## config.mk

```make
export PLATFORM = sky130hd
export DESIGN_NAME = instr_fetch_issue
export DESIGN_NICKNAME = d
export VERILOG_FILES = /design/src/rtl/kgp_risc_pkg.sv /design/src/rtl/instr_fetch_issue_fifo.sv /design/src/rtl/instr_fetch_issue.sv
export SDC_FILE = /design/constraint.sdc
export NUM_CORES = 1
export LEC_CHECK = 0
export ABC_CLOCK_PERIOD_IN_PS = 2900
export BUFFER_PORTS_ARGS = -buffer_cell sky130_fd_sc_hd__buf_2
export CAP_MARGIN = 20
export CORE_UTILIZATION = 30
export DETAILED_ROUTE_END_ITERATION = 8
export PLACE_DENSITY = 0.52
export SLEW_MARGIN = 20
export SYNTH_ARGS = -nofsm -noshare
export SYNTH_HDL_FRONTEND = slang
export SYNTH_SLANG_ARGS = --single-unit
export TNS_END_PERCENT = 10
```

## constraint.sdc

```tcl
create_clock -name clk -period 2.9 [get_ports clk]
set_input_delay 0 -clock clk [delete_from_list [all_inputs] [get_ports clk]]
set_output_delay 0 -clock clk [all_outputs]
set_load 0.005 [all_outputs]
```

## src/rtl/kgp_risc_pkg.sv

```systemverilog
// Shared definitions for the KGP-RISC fetch/issue front end: instruction field
// positions and the fetch controller state encoding.
package kgp_risc_pkg;

  localparam int INSTR_W = 32;
  localparam int OPC_HI  = 31;
  localparam int OPC_LO  = 26;
  localparam int EXT_HI  = 10;
  localparam int EXT_LO  = 0;

  typedef enum logic [1:0] {
    S_IDLE = 2'd0,
    S_WAIT = 2'd1,
    S_DROP = 2'd2
  } fetch_state_e;

endpackage

```

## src/rtl/instr_fetch_issue_fifo.sv

```systemverilog
// Prefetch queue holding {pc, instr} entries; flush wins over push and pop.
module fetch_fifo #(
  parameter int DEPTH = 4,
  parameter int WIDTH = 64
) (
  input  logic                       clk,
  input  logic                       rst,
  input  logic                       i_push,
  input  logic                       i_pop,
  input  logic                       i_flush,
  input  logic [WIDTH-1:0]           i_wdata,
  output logic [WIDTH-1:0]           o_rdata,
  output logic [$clog2(DEPTH+1)-1:0] o_count,
  output logic                       o_empty
);

  localparam int PTR_W = $clog2(DEPTH);
  localparam int CNT_W = $clog2(DEPTH+1);

  logic [WIDTH-1:0] r_mem [DEPTH];
  logic [PTR_W-1:0] r_wrPtr;
  logic [PTR_W-1:0] r_rdPtr;
  logic [CNT_W-1:0] r_count;
  logic             w_full;
  logic             w_doPush;
  logic             w_doPop;

  assign w_full   = (r_count == CNT_W'(DEPTH));
  assign o_empty  = (r_count == '0);
  assign o_count  = r_count;
  assign o_rdata  = r_mem[r_rdPtr];
  // A push into a full queue is only legal when the head leaves in the same cycle.
  assign w_doPush = i_push && !i_flush && (!w_full || i_pop);
  assign w_doPop  = i_pop && !i_flush && !o_empty;

  always_ff @(posedge clk) begin
    if (w_doPush) begin
      r_mem[r_wrPtr] <= i_wdata;
    end
  end

  always_ff @(posedge clk or negedge rst) begin
    if (!rst) begin
      r_wrPtr <= '0;
      r_rdPtr <= '0;
      r_count <= '0;
    end else if (i_flush) begin
      r_wrPtr <= '0;
      r_rdPtr <= '0;
      r_count <= '0;
    end else begin
      if (w_doPush) r_wrPtr <= r_wrPtr + PTR_W'(1);
      if (w_doPop)  r_rdPtr <= r_rdPtr + PTR_W'(1);
      if (w_doPush && !w_doPop) begin
        r_count <= r_count + CNT_W'(1);
      end else if (!w_doPush && w_doPop) begin
        r_count <= r_count - CNT_W'(1);
      end
    end
  end

endmodule

```

## src/rtl/instr_fetch_issue.sv

```systemverilog
// KGP-RISC fetch/issue front end: sequential fetch with one outstanding request,
// prefetch queue, valid/ready issue to decode and branch redirect with squash.
module instr_fetch_issue
  import kgp_risc_pkg::*;
#(
  parameter int                ADDR_W   = 32,
  parameter int                DEPTH    = 4,
  parameter logic [ADDR_W-1:0] RESET_PC = '0
) (
  input  logic               clk,
  input  logic               rst,
  input  logic               run,
  output logic               imem_req,
  output logic [ADDR_W-1:0]  imem_addr,
  input  logic               imem_rvalid,
  input  logic [INSTR_W-1:0] imem_rdata,
  output logic               issue_valid,
  input  logic               issue_ready,
  output logic [5:0]         opcode,
  output logic [10:0]        opcode_ext,
  output logic [INSTR_W-1:0] issue_instr,
  output logic [ADDR_W-1:0]  issue_pc,
  input  logic               branch_taken,
  input  logic [ADDR_W-1:0]  branch_target
);

  localparam int ENTRY_W = ADDR_W + INSTR_W;
  localparam int CNT_W   = $clog2(DEPTH+1);

  fetch_state_e       r_state;
  fetch_state_e       w_nextState;
  logic [ADDR_W-1:0]  r_fetchPc;
  logic [ADDR_W-1:0]  w_nextPc;
  logic [ADDR_W-1:0]  w_target;
  logic [CNT_W-1:0]   w_count;
  logic               w_empty;
  logic               w_canReq;
  logic               w_push;
  logic               w_pop;
  logic [ENTRY_W-1:0] w_head;
  logic [INSTR_W-1:0] w_headInstr;
  logic [ADDR_W-1:0]  w_headPc;

  assign w_target = branch_target & ~ADDR_W'(3);
  // Gating with rst keeps the request strobe low while reset is held.
  assign w_canReq = rst && run && (w_count < CNT_W'(DEPTH));
  assign w_pop    = !w_empty && issue_ready && !branch_taken;

  always_ff @(posedge clk or negedge rst) begin
    if (!rst) begin
      r_state   <= S_IDLE;
      r_fetchPc <= RESET_PC;
    end else begin
      r_state   <= w_nextState;
      r_fetchPc <= w_nextPc;
    end
  end

  // A redirect overrides everything: no new request, the returning word is dropped,
  // and a request still in flight is marked for discard via S_DROP.
  always_comb begin
    w_nextState = r_state;
    w_nextPc    = r_fetchPc;
    w_push      = 1'b0;
    imem_req    = 1'b0;
    case (r_state)
      S_IDLE: begin
        if (!branch_taken && w_canReq) begin
          imem_req    = 1'b1;
          w_nextState = S_WAIT;
        end
      end
      S_WAIT: begin
        if (imem_rvalid) begin
          w_nextState = S_IDLE;
          if (!branch_taken) begin
            w_push   = 1'b1;
            w_nextPc = r_fetchPc + ADDR_W'(4);
          end
        end else if (branch_taken) begin
          w_nextState = S_DROP;
        end
      end
      S_DROP: begin
        if (imem_rvalid) w_nextState = S_IDLE;
      end
      default: w_nextState = S_IDLE;
    endcase
    if (branch_taken) w_nextPc = w_target;
  end

  assign imem_addr = imem_req ? r_fetchPc : '0;

  fetch_fifo #(
    .DEPTH(DEPTH),
    .WIDTH(ENTRY_W)
  ) u_fifo (
    .clk     (clk),
    .rst     (rst),
    .i_push  (w_push),
    .i_pop   (w_pop),
    .i_flush (branch_taken),
    .i_wdata ({r_fetchPc, imem_rdata}),
    .o_rdata (w_head),
    .o_count (w_count),
    .o_empty (w_empty)
  );

  assign w_headInstr = w_head[INSTR_W-1:0];
  assign w_headPc    = w_head[ENTRY_W-1 -: ADDR_W];

  // Head fields are forced to zero whenever the queue is empty so reset and idle look alike.
  assign issue_valid = !w_empty;
  assign issue_instr = w_empty ? '0 : w_headInstr;
  assign issue_pc    = w_empty ? '0 : w_headPc;
  assign opcode      = w_empty ? '0 : w_headInstr[OPC_HI:OPC_LO];
  assign opcode_ext  = w_empty ? '0 : w_headInstr[EXT_HI:EXT_LO];

endmodule

```

Word level (Yosys, flattened, before mapping)
Memory sizes are Yosys's and may differ from the RTL's.
Cells that the tools add are included.
{ "word_totals": {"memories": 1, "wordCells": 71, "inputBits": 70, "register_bits": 41, "mem_bits_rw": 256} }
{ "mem_list": {"columns": ["memory", "words", "width", "read_ports", "rd_ports_with_merged_regs", "write_ports", "line", "rtl"], "rows": [
  ["u_fifo.r_mem", 4, 64, 1, 0, 1, "instr_fetch_issue_fifo.sv:20", "logic [WIDTH-1:0] r_mem [DEPTH];"]
]} }
{ "classes": {"addsub": 5, "magnitude_cmp": 1, "n_eq_ne": 6, "reduce_logical": 26, "muxes": 27} }
{ "ops": {"columns": ["operator", "n"], "rows": [
  ["32-bit two-way mux", 6],
  ["32-bit by 3-bit adder with 32-bit output (second input constant)", 1],
  ["2-bit two-way mux", 8],
  ["1-bit logical AND", 11],
  ["11-bit two-way mux", 1],
  ["3-bit two-way mux", 3],
  ["2-bit nonzero test", 4],
  ["1-bit two-way mux", 7],
  ["6-bit two-way mux", 1],
  ["2-bit one-hot mux with 3 select lines", 1],
  ["1-bit zero test", 5],
  ["2-bit by 1-bit adder with 2-bit output (second input constant)", 2],
  ["2-bit inequality test (second input constant)", 2],
  ["3-bit by 1-bit adder with 3-bit output (second input constant)", 1],
  ["3-bit equality test (second input constant)", 1],
  ["3-bit zero test", 1],
  ["3-bit < comparator (second input constant)", 1],
  ["3-bit inequality test (second input constant)", 1],
  ["3-bit AND reduction", 1],
  ["3-bit nonzero test", 1],
  ["3-bit by 1-bit subtractor with 3-bit output (second input constant)", 1],
  ["2-bit by 1-bit equality test with 1-bit output (second input constant)", 1],
  ["2-bit equality test (second input constant)", 1],
  ["2-bit zero test", 1],
  ["other kinds (2)", 2]
]} }

Depth between registers and ports, before layout
Gate-level depths: netlist of the first run.
{ "logic_depth": {"word_depth": 11, "mapped_depth": 9, "depth_no_buf": 7} }

Modules after synthesis
A second synthesis of the first run with hierarchy kept.
{ "hier_totals": {"hier_cells": 733, "hier_area_um2": 12450.7} }
{ "modules_own_cells": {"columns": ["mod", "seq_area_each_um2", "instances", "cells_each", "area_per_inst_um2"], "rows": [
  ["fetch_fifo", 7862.5, 1, 390, 9759.4],
  ["instr_fetch_issue", 800.8, 1, 343, 2691.3]
]} }

Least setup slack after synthesis of the first run
No wires, ideal clock.
{ "synth_timing": {"path_kind": "reg-to-reg", "from": "reg u_fifo.r_count[2], in the netlist u_fifo.o_count[2]", "to": "mem u_fifo.r_mem[1][0] (enable)", "setup_slack_ns": -0.215, "setup_ns": 0.426, "path_stages_with_launch": 5, "path_buffers": 1, "period_less_slack_ns": 3.115, "t_arrival_ns": 2.688, "t_required_ns": 2.474, "path_cell_list": "dfrtp_1 -> clkbuf_1 -> nor4b_1 -> nor3_1 -> and2_1"} }
{ "synth_between": {"elab_chain_cells": 8, "elab_cells_between_ends": 10, "classes_between": "eq/ne: 1; mux: 2; reduce/logical: 7"} }
{ "synth_rtl": {"columns": ["item", "line", "rtl"], "rows": [
  ["start, declared", "instr_fetch_issue_fifo.sv:23", "logic [CNT_W-1:0] r_count;"],
  ["start signal, assigned", "instr_fetch_issue_fifo.sv:55", "r_count <= r_count + CNT_W'(1);"],
  ["start signal, assigned", "instr_fetch_issue_fifo.sv:57", "r_count <= r_count - CNT_W'(1);"],
  ["3-bit zero test", "instr_fetch_issue_fifo.sv:29", "assign o_empty = (r_count == '0);"],
  ["1-bit zero test", "instr_fetch_issue.sv:47", "assign w_pop = !w_empty && issue_ready && !branch_taken;"],
  ["1-bit logical AND (2 in a row)", "instr_fetch_issue.sv:47", null],
  ["1-bit logical OR (*)", "instr_fetch_issue_fifo.sv:33", "assign w_doPush = i_push && !i_flush && (!w_full || i_pop);"],
  ["1-bit logical AND (*)", "instr_fetch_issue_fifo.sv:33", null],
  ["1-bit two-way mux (*)", "instr_fetch_issue_fifo.sv:37", "if (w_doPush) begin"],
  ["1-bit two-way mux (implied by the code) (*)", "instr_fetch_issue_fifo.sv:38", "r_mem[r_wrPtr] <= i_wdata;"],
  ["end, declared", "instr_fetch_issue_fifo.sv:20", null]
]} }
Every way passes the cells marked *; elsewhere a longest branch is shown, timed or not.

Worst setup path in the final report of the first run
{ "layout_timing": {"from": "reg u_fifo.r_rdPtr[0]", "to": "out issue_pc[8]"} }
{ "layout_between": {"elab_chain_cells": 2} }
{ "layout_rtl": {"columns": ["item", "line", "rtl"], "rows": [
  ["start, declared", "instr_fetch_issue_fifo.sv:22", "logic [PTR_W-1:0] r_rdPtr;"],
  ["start signal, assigned", "instr_fetch_issue_fifo.sv:53", "if (w_doPop) r_rdPtr <= r_rdPtr + PTR_W'(1);"],
  ["memory read 4 x 64 bit", null, null],
  ["32-bit two-way mux", "instr_fetch_issue.sv:115", "assign issue_pc = w_empty ? '0 : w_headPc;"],
  ["end, declared", "instr_fetch_issue.sv:22", "output logic [ADDR_W-1:0] issue_pc,"]
]} }
Every way passes these cells.

==> results.py, run 1 <==
metrics = {
    "cts": {
        "clk_latency_ns": 0.56,
        "path_clk_slew_ns": 0.06,
        "h-tree-depth": 1,
        "cts_buffer_depth": 3,
        "numCtsBuffers": 31,
        "cts_resized": 0,
        "cts-root-buf": "clkbuf_16",
        "post_cts_buffers": 0,
        "cts_hold_buf": 73,
        "clock_sinks": 287,
        "cts_tree": "yes",
    },
    "synth": {
        "synth_area_per_cell_sq_um": 16.8,
        "synth_seq_cells": 287,
        "dominantRegCellSynth": "edfxtp_1",
        "synth_area_sq_mm": 0.0121,
        "synth_cell_type_count": 46,
        "ys.warnings.count": 0,
        "synthArstFlopShare_pct": 13.6,
        "synth_edf_count": 248,
        "ys_seq_area_share_pct": 69.8,
        "synth_cells": 717,
    },
    "sta": {
        "fin_crit_sh_pct": 85.1,
        "clock.fmax_mhz": 405,
        "fin_crit_ns": 2.47,
        "fin_worst_skew_ns": 0.00619,
        "report.final.slew_viol_count": 0,
        "worst_slew_pin_slew_ns": 0.759,
        "rsz0062_at_grt": "no",
        "whs_ns": 0.0861,
        "slew-limit-headroom_pct": 49.4,
        "setup_viol": 0,
        "finalHoldViolations": 0,
    },
    "routing": {
        "drc": 0,
        "num_vias": 7059,
        "wl_mm": 28.8,
        "drtAntennaViolNets": 0,
        "wl_per_cell_um": 19.1,
        "dr.pass1.iters": 4,
        "drt_iter0_drc": 366,
        "routed_via_density": 4.66,
    },
    "layout": {
        "drive_gt1_share_pct": 32.8,
        "instances_no_fill": 1514,
        "fin_area_sq_mm": 0.0153,
        "num_antenna_cells": 0,
        "nets": 1041,
        "area_delta_synth_final_pct": 27.0,
    },
    "power_and_ir_drop": {
        "p_leak_nw": 5.49,
        "switchingPower_mw": 2.50,
        "ir_drop_mv": 0.306,
        "switching_share_pct": 24.9,
        "p_seq_share_pct": 47.3,
        "p_per_area_mw_per_mm2": 655,
        "power_frac_comb_pct": 15.1,
        "clkPwrFrac_pct": 37.6,
        "intPower_mw": 7.54,
    },
    "floorplanning": {
        "initial_core_util_pct": 30.4,
        "rows": 73,
        "die_y_um": 203,
        "core_sq_mm": 0.0397,
        "die_x_um": 203,
        "io_pins": 185,
        "die-area_sq_mm": 0.0411,
    },
    "global_routing": {
        "antenna_found_initial": 0,
        "overflow": 0,
        "grt_use_total_pct": 14.2,
        "grt_pass1_wl_mm": 44.3,
        "grt_pass1_vias": 7311,
        "grt_max_degree": 65,
    },
    "outcome": {
        "status": "finished, final reports clean",
    },
    "worst_setup_path": {
        "required_ns": 2.90,
        "crit_fanout": 17,
        "setup.worst_path.class": "reg -> out",
        "end_kind": "primary output",
        "arrival_ns": 2.47,
        "critical_path.startpoint_type": "register",
    },
    "place": {
        "numPlacedInstances": 1384,
        "place_area_sq_mm": 0.0136,
        "port_buffers": 178,
        "gp_congestion": 0.722,
        "dp_hpwl_mm": 17.4,
    },
    "worst_hold_path": {
        "hold_path_class": "in -> async",
    },
    "run": {
        "drv_cap": 0,
    },
}
-- metrics by stage --
| step | TNS (ns) | util, % | setup WS [ns] | total power, mW |
|---|---|---|---|---|
| after floorplan | -39.89 | - | -0.214 | 5.69 |
| after global placement | 0 | 34.3 | 0.552 | 6.32 |
| after detailed placement | 0 | 34.3 | 0.486 | 6.34 |
| after CTS | 0 | 38.6 | 0.326 | 10.2 |
| after global routing | 0 | 38.6 | 0.268 | 10.5 |
| final | 0 | 38.6 | 0.431 | 10.0 |
-- synth_stat cells (2+ instances only) --
master      n  area (sq um)
nand3_1    15          75.1
nor4_1      6          37.5
nand4_1     7          43.8
inv_1       9          33.8
ha_1        5          62.6
nand2_1    26          97.6
and3_1      3          18.8
dfrtp_1    39           976
buf_4      21           158
o211ai_1    3          22.5
clkbuf_1   33           124
edfxtp_1  248          7450
a211oi_1    2          15.0
mux4_2     62          1400
or4_1      17           128
buf_6       2          22.5
or3_1       4          25.0
mux2i_1     4          40.0
xor2_1      5          43.8
buf_2       7          35.0
xnor2_1     8          70.1
and2_1     95           594
o31ai_1    14           105
and4_1      3          26.3
a31oi_1    19           119
o21ai_0    14          70.1
nor3_1      4          20.0
nor2_1     24          90.1
-- cell type report --
type	instances	area (sq um)
Timing Repair Buffer	275	1940
Tap cell	525	657
Multi-Input combinational cell	361	3310
Inverter	9	33.8
Clock buffer	38	812
Fill cell	3761	24400
Clock inverter	19	159
Sequential cell	287	8430
-- layer usage --
metal / share of wire (%) / global-route usage (%) / wire length [um]
met1: 48 / 19.9 / 13700
met5: 0 / 0 / 0
met2: 47 / 22.8 / 13500
met4: 2.0 / 4.32 / 591
met3: 3.6 / 2.12 / 1030
-- power groups by stage --
| stage | Sequential (mW) | Clock, mW | Combinational, mW |
|---|---|---|---|
| final | 4.75 | 3.78 | 1.52 |
| after global routing | 4.77 | 4.05 | 1.69 |
| after CTS | 4.75 | 3.90 | 1.58 |
| after detailed placement | 4.84 | 0 | 1.50 |
| after global placement | 4.83 | 0 | 1.49 |
| after floorplan | 4.74 | 0 | 0.957 |
-- worst paths after layout --
check	start	endpoint	slack [ns]	cells past startpoint
min reg2reg	u_fifo.r_wrPtr[0]	u_fifo.r_wrPtr[0]	0.55	1
max in group asynchronous	rst	u_fifo.r_rdPtr[1]	2.39	3
min	rst	r_fetchPc[4]	0.09	3
max reg2reg	r_fetchPc[2]	r_fetchPc[20]	0.48	6
max	u_fifo.r_rdPtr[0]	issue_pc[8]	0.43	4
min in group clk	run	r_state[0]	0.18	5
-- registers in the layout, indices dropped and copies added, names as in the netlist --
register and count:
u_fifo.r_wrPtr 2, u_fifo.r_rdPtr 2, r_state 2, u_fifo.r_mem 248, r_fetchPc 30, u_fifo.o_count 3
-- critical path, stage by stage, from the launching register on --
cell and delay (ns):
dfrtp_4 0.71, buf_4 0.35, mux4_2 0.55, and2_1 0.18, buf_2 0.12
-- cell usage in the layout (no fill, tap or decap), types with 11 or more instances in the layout --
cell type,n
dfrtp_1,37
nand3_1,15
nand2_1,26
mux4_2,62
a31oi_1,19
o21ai_0,14
buf_4,13
buf_12,11
edfxtp_1,248
and2_1,91
or4_1,17
nor2_1,24
buf_2,178
dlygate4sd3_1,73
clkbuf_16,31
o31ai_1,14
-- kinds of logic (layout without fill, tap and decap cells) --
kind of cell / after synthesis / after routing / synth area share (%)
xor gates and xnor gates: 13 / 13 / 0.943
other: 1 / 4 / 0.0311
adders and majority gates: 6 / 6 / 0.684
DFF: 287 / 287 / 69.8
and+or+nand+nor: 212 / 212 / 10.3
muxes: 67 / 67 / 12.0
AOI/OAI and AO/OA: 59 / 59 / 3.21
buffers and inverters: 72 / 341 / 3.09
Power figures use the tool's default switching activity.
==> inputs of run 2 (changes only) <==
Settings changed: CORE_MARGIN from default to 5.
==> results.py, run 2 (synthesis results as in run 1) <==
metrics = {
    "place": {
        "numPlacedInstances": 1382,
        "place_area_sq_mm": 0.0136,
        "gp_congestion": 0.712,
        "port_buffers": 178,
        "dp_hpwl_mm": 18.3,
        "pre_cts_ws_ns": 0.339,
    },
    "worst_setup_path": {
        "required_ns": 3.34,
        "worst_r2r_path_depth": 6,
        "setup.worst_path.class": "reg -> reg",
        "r2r_slack_ns": 0.36,
        "arrival_ns": 2.98,
        "timing.rr.start": "r_fetchPc[2]",
        "end_kind": "register",
        "crit_fanout": 16,
        "timing.rr.end": "r_fetchPc[22]",
        "critical_path.startpoint_type": "register",
    },
    "routing": {
        "wl_met1_mm": 13.6,
        "drtAntennaViolNets": 0,
        "dr.pass1.iters": 4,
        "wl_per_cell_um": 19.6,
        "met3_wirelength_mm": 1.19,
        "drc": 0,
        "wl_met2_mm": 14.4,
        "routed_via_density": 4.68,
        "drt_iter0_drc": 281,
        "top_layer": "met4",
        "num_vias": 7065,
        "wl_mm": 29.7,
    },
    "layout": {
        "fin_area_sq_mm": 0.0154,
        "num_antenna_cells": 0,
        "top_register": "u_fifo.r_mem",
        "drive_gt1_share_pct": 33.4,
        "instances_no_fill": 1511,
        "final_common_cell": "edfxtp_1",
        "final_cell_mix": "edfxtp_1, buf_2, and2_1, dlygate4sd3_1, mux4_2",
        "largest_reg_flops": 248,
        "area_delta_synth_final_pct": 27.6,
        "nets": 1036,
    },
    "global_routing": {
        "grt_use_total_pct": 13.3,
        "grt_pass1_wl_mm": 45.5,
        "grt_max_degree": 65,
        "grt_pass1_vias": 7549,
        "overflow": 0,
        "antenna_found_initial": 0,
    },
    "cts": {
        "cts_tree": "yes",
        "h-tree-depth": 2,
        "cts_hold_buf": 66,
        "numCtsBuffers": 35,
        "cts-root-buf": "clkbuf_16",
        "clock_sinks": 287,
        "post_cts_buffers": 0,
        "path_clk_slew_ns": 0.06,
        "cts_resized": 0,
        "clk_latency_ns": 0.52,
        "cts_buffer_depth": 3,
    },
    "sta": {
        "fin_crit_ns": 2.54,
        "fin_worst_skew_ns": 0.0237,
        "layout_setup_ws_ns": 0.357,
        "finalHoldViolations": 0,
        "worst_slew_pin_slew_ns": 0.757,
        "clock.fmax_mhz": 393,
        "report.final.slew_viol_count": 0,
        "slew-limit-headroom_pct": 49.6,
        "fin_crit_sh_pct": 87.7,
        "rsz0062_at_grt": "no",
        "setup_viol": 0,
    },
    "floorplanning": {
        "io_pins": 185,
        "die_x_um": 211,
        "die-area_sq_mm": 0.0444,
        "core_sq_mm": 0.0398,
        "rows": 73,
        "die_y_um": 211,
        "initial_core_util_pct": 30.3,
    },
    "power_and_ir_drop": {
        "p_total_mw": 10.5,
        "ir_drop_mv": 0.274,
        "p_leak_nw": 5.55,
        "p_per_area_mw_per_mm2": 680,
    },
    "worst_hold_path": {
        "hold_path_class": "in -> async",
    },
    "run": {
        "drv_cap": 0,
    },
    "outcome": {
        "status": "finished, final reports clean",
    },
}
[run 2: cell type report]
| class | count | area, sq um |
|---|---|---|
| Fill cell | 3808 | 24400 |
| Sequential cell | 287 | 8430 |
| Multi-Input combinational cell | 361 | 3310 |
| Timing Repair Buffer | 266 | 1840 |
| Clock buffer | 46 | 978 |
| Tap cell | 525 | 657 |
| Clock inverter | 17 | 155 |
| Inverter | 9 | 33.8 |
[run 2: power by group]
| part | leakage, nW | switching (mW) | internal (mW) |
|---|---|---|---|
| Clock | 0.563 | 1.65 | 2.57 |
| Sequential | 2.70 | 0.135 | 4.59 |
| Combinational | 2.29 | 0.765 | 0.766 |
| Total | 5.55 | 2.55 | 7.92 |
[run 2: worst max-delay path, stage by stage (launching register included)]
cell	delay, ns
dfrtp_1	0.49
ha_1	0.29
nand2_1	0.12
or4_1	0.79
buf_4	0.26
or3_1	0.34
a31oi_1	0.17
[run 2: layer usage]
layer	track usage (%)	up-vias
li1	-	3273
met1	18.5	3593
met2	21.9	157
met3	2.21	42
met4	3.67	0
met5	0	-
[run 2: worst max-delay path by stage]
| stage | startpoint | end | slack, ns | cells past startpoint |
|---|---|---|---|---|
| 2_1_floorplan | u_fifo.o_count[2] | u_fifo.r_mem[3][0] | -0.21 | 4 |
| 4_1_cts | r_fetchPc[3] | r_fetchPc[22] | 0.33 | 6 |
| 5_1_grt | r_fetchPc[3] | r_fetchPc[22] | 0.18 | 6 |
| 3_5_place_dp | r_fetchPc[3] | r_fetchPc[22] | 0.34 | 6 |
| 3_3_place_gp | r_fetchPc[2] | r_fetchPc[22] | 0.45 | 6 |
| 6_report | r_fetchPc[2] | r_fetchPc[22] | 0.36 | 6 |
[run 2: metrics by stage]
stage                     util [%]  hold WS, ns  setup TNS (ns)
after floorplan                  -       -0.296          -39.89
after global placement        34.2        0.138               0
after detailed placement      34.2        0.138               0
after CTS                     38.7        0.137               0
after global routing          38.7        0.169               0
final                         38.7        0.119               0
==> inputs of run 3 (changes only) <==
Settings changed: CELL_PAD_IN_SITES_DETAIL_PLACEMENT from default to 1, CELL_PAD_IN_SITES_GLOBAL_PLACEMENT from default to 1, PLACE_DENSITY 0.52 to 0.59, SYNTH_HIERARCHICAL from default to 1.
==> results.py, run 3 <==
metrics = {
    "sta": {
        "finalHoldViolations": 0,
        "worst_slew_pin_slew_ns": 0.902,
        "whs_ns": 0.134,
        "layout_setup_ws_ns": 0.373,
        "setup_tns_ns": 0,
        "fin_worst_skew_ns": 0.0104,
        "slew-limit-headroom_pct": 39.8,
        "setup_viol": 0,
        "fin_crit_ns": 2.53,
        "fin_crit_sh_pct": 87.1,
        "rsz0062_at_grt": "no",
        "report.final.slew_viol_count": 0,
        "clock.fmax_mhz": 396,
    },
    "synth": {
        "ys.warnings.count": 6,
        "yosysMostFrequentCell": "edfxtp_1",
        "synth_area_per_cell_sq_um": 17.0,
        "dominantRegCellSynth": "edfxtp_1",
        "synth_top_area_share_pct": 61.7,
        "synth_edf_count": 256,
        "ys_seq_area_share_pct": 69.6,
        "ys_top_cells_by_count": "edfxtp_1, mux4_2, nor2b_1",
        "synth_area_leaders": "edfxtp_1, mux4_2, dfrtp_1",
        "yosysTopAreaCell": "edfxtp_1",
        "synthArstFlopShare_pct": 13.2,
        "synth_cell_type_count": 55,
        "synth_seq_cells": 295,
        "synth_area_sq_mm": 0.0125,
        "synth_cells": 733,
    },
    "worst_setup_path": {
        "worst_r2r_path_depth": 10,
        "setup.worst_path.class": "reg -> reg",
        "arrival_ns": 2.96,
        "critical_path.startpoint_type": "register",
        "crit_path_cell_trace": "nor3_2 > inv_1 > and3_1 > inv_1 > a311oi_4 > o21a_1 > fa_1 > nand3b_1 > or3_1 > a31oi_1",
        "required_ns": 3.33,
        "crit_path_top_delay_cell": "dfrtp_1",
        "crit_fanout": 9,
        "timing.rr.end": "u_fifo/o_count[2]",
        "cpPeakStageDelay_ns": 0.56,
        "cpMostUsedCell": "inv_1",
        "end_kind": "register",
        "timing.rr.start": "u_fifo/o_count[2]",
        "r2r_slack_ns": 0.37,
    },
    "global_routing": {
        "grt_pass1_wl_mm": 48.6,
        "grt_use_total_pct": 14.0,
        "overflow": 0,
        "antenna_found_initial": 0,
        "grt_pass1_vias": 7986,
        "grt_max_degree": 65,
    },
    "place": {
        "dp_hpwl_mm": 20.4,
        "place_area_sq_mm": 0.0141,
        "pre_cts_ws_ns": 0.361,
        "gp_congestion": 0.717,
        "port_buffers": 180,
    },
    "routing": {
        "drt_iter0_drc": 337,
        "routed_via_density": 4.73,
        "drtAntennaViolNets": 0,
        "wl_mm": 32.3,
        "wl_per_cell_um": 20.7,
        "dr.pass1.iters": 4,
        "num_vias": 7355,
        "drc": 0,
    },
    "cts": {
        "path_clk_slew_ns": 0.06,
        "cts_tree": "yes",
        "h-tree-depth": 2,
        "clock_sinks": 295,
        "cts-root-buf": "clkbuf_16",
        "cts_buffer_depth": 3,
        "clk_latency_ns": 0.51,
        "numCtsBuffers": 35,
        "cts_resized": 0,
    },
    "layout": {
        "largest_reg_flops": 256,
        "multi_input_area_sq_mm": 0.00344,
        "final_cell_mix": "edfxtp_1, buf_2, dlygate4sd3_1, nor2b_1, mux4_2",
        "area_delta_synth_final_pct": 27.2,
        "drive_gt1_share_pct": 33.7,
        "fin_area_sq_mm": 0.0158,
        "register_area_sq_mm": 0.00867,
        "final_util_pct": 38.7,
        "nFillCells": 4154,
        "final_common_cell": "edfxtp_1",
        "top_register": "u_fifo/r_mem",
        "nets": 1074,
    },
    "floorplanning": {
        "die_x_um": 214,
        "rows": 74,
        "initial_core_util_pct": 30.4,
        "die-area_sq_mm": 0.0457,
        "core_sq_mm": 0.0409,
        "io_pins": 185,
        "die_y_um": 214,
    },
    "outcome": {
        "status": "finished, final reports clean",
    },
    "run": {
        "drv_cap": 0,
    },
    "power_and_ir_drop": {
        "ir_drop_mv": 0.310,
        "p_per_area_mw_per_mm2": 582,
        "p_leak_nw": 5.66,
    },
    "worst_hold_path": {
        "hold_path_class": "in -> async",
    },
}
-- run 3: cell count changes after synthesis, moves of 5 or more --
cell	change
and2_1	-62
buf_4	+5
clkbuf_1	-13
edfxtp_1	+8
inv_1	+6
nand3_1	-8
nand3b_1	+5
nor2b_1	+64
-- run 3: worst max-delay path: cells and delay by family (launching register included) --
family,cells,cell delay [ns]
AOI/OAI and AO/OA,3,0.88
DFF,1,0.56
buffers and inverters,2,0.15
and+or+nand+nor,4,0.66
adders and majority gates,1,0.21
-- run 3: kinds of logic after synthesis --
| family | share of synthesized area [%] |
|---|---|
| mux | 12.0 |
| simple gates | 10.1 |
| buf+inv | 3.25 |
| fa+ha+maj | 0.663 |
| flops | 69.6 |
| other cells | 0.0301 |
| compound gates | 3.28 |
| xor+xnor | 1.06 |
-- run 3: cell type report --
class	instances	area share, %
Sequential cell	295	54.7
Multi-Input combinational cell	371	21.7
Timing Repair Buffer	279	12.2
Clock buffer	42	5.96
Tap cell	532	4.20
Clock inverter	20	0.782
Inverter	16	0.379
Antenna cell	1	0.0158
-- run 3: through the flow --
step | instances | total power [mW]
floorplan | 742 | 4.97
global placement | 1426 | 5.16
detailed placement | 1426 | 5.18
CTS | 1555 | 9.37
global route | 1555 | 9.61
finish | 1556 | 9.22
-- run 3: what timing repair did --
action                                 CTS  global route
endpoints found under the hold margin  202             0
hold buffers                            67             0
buffers inserted                         0             0
-- run 3: worst max-delay path by stage --
stage,startpoint,end,cells after the start
finish,u_fifo/o_count[2],u_fifo/o_count[2],10
global route,u_fifo/o_count[2],u_fifo/o_count[2],10
floorplan,u_fifo/o_count[2],u_fifo/r_mem[0][0],9
CTS,u_fifo/r_rdPtr[0],issue_pc[17],4
global placement,u_fifo/o_count[2],u_fifo/o_count[2],10
detailed placement,u_fifo/o_count[2],u_fifo/o_count[2],10
-- run 3: power by group --
part	total (mW)	internal (mW)	switching [mW]
sequential	4.78	4.69	0.0925
combinational	0.375	0.184	0.190
clock	4.07	2.41	1.66
total	9.22	7.28	1.94
-- run 3: routing by layer --
metal / part of all wire [%] / GRT usage (%) / vias up
li1: - / - / 3357
met1: 45 / 19.3 / 3772
met2: 49 / 23.5 / 192
met3: 5.1 / 2.69 / 34
met4: 1.5 / 2.89 / 0
met5: 0 / 0 / -
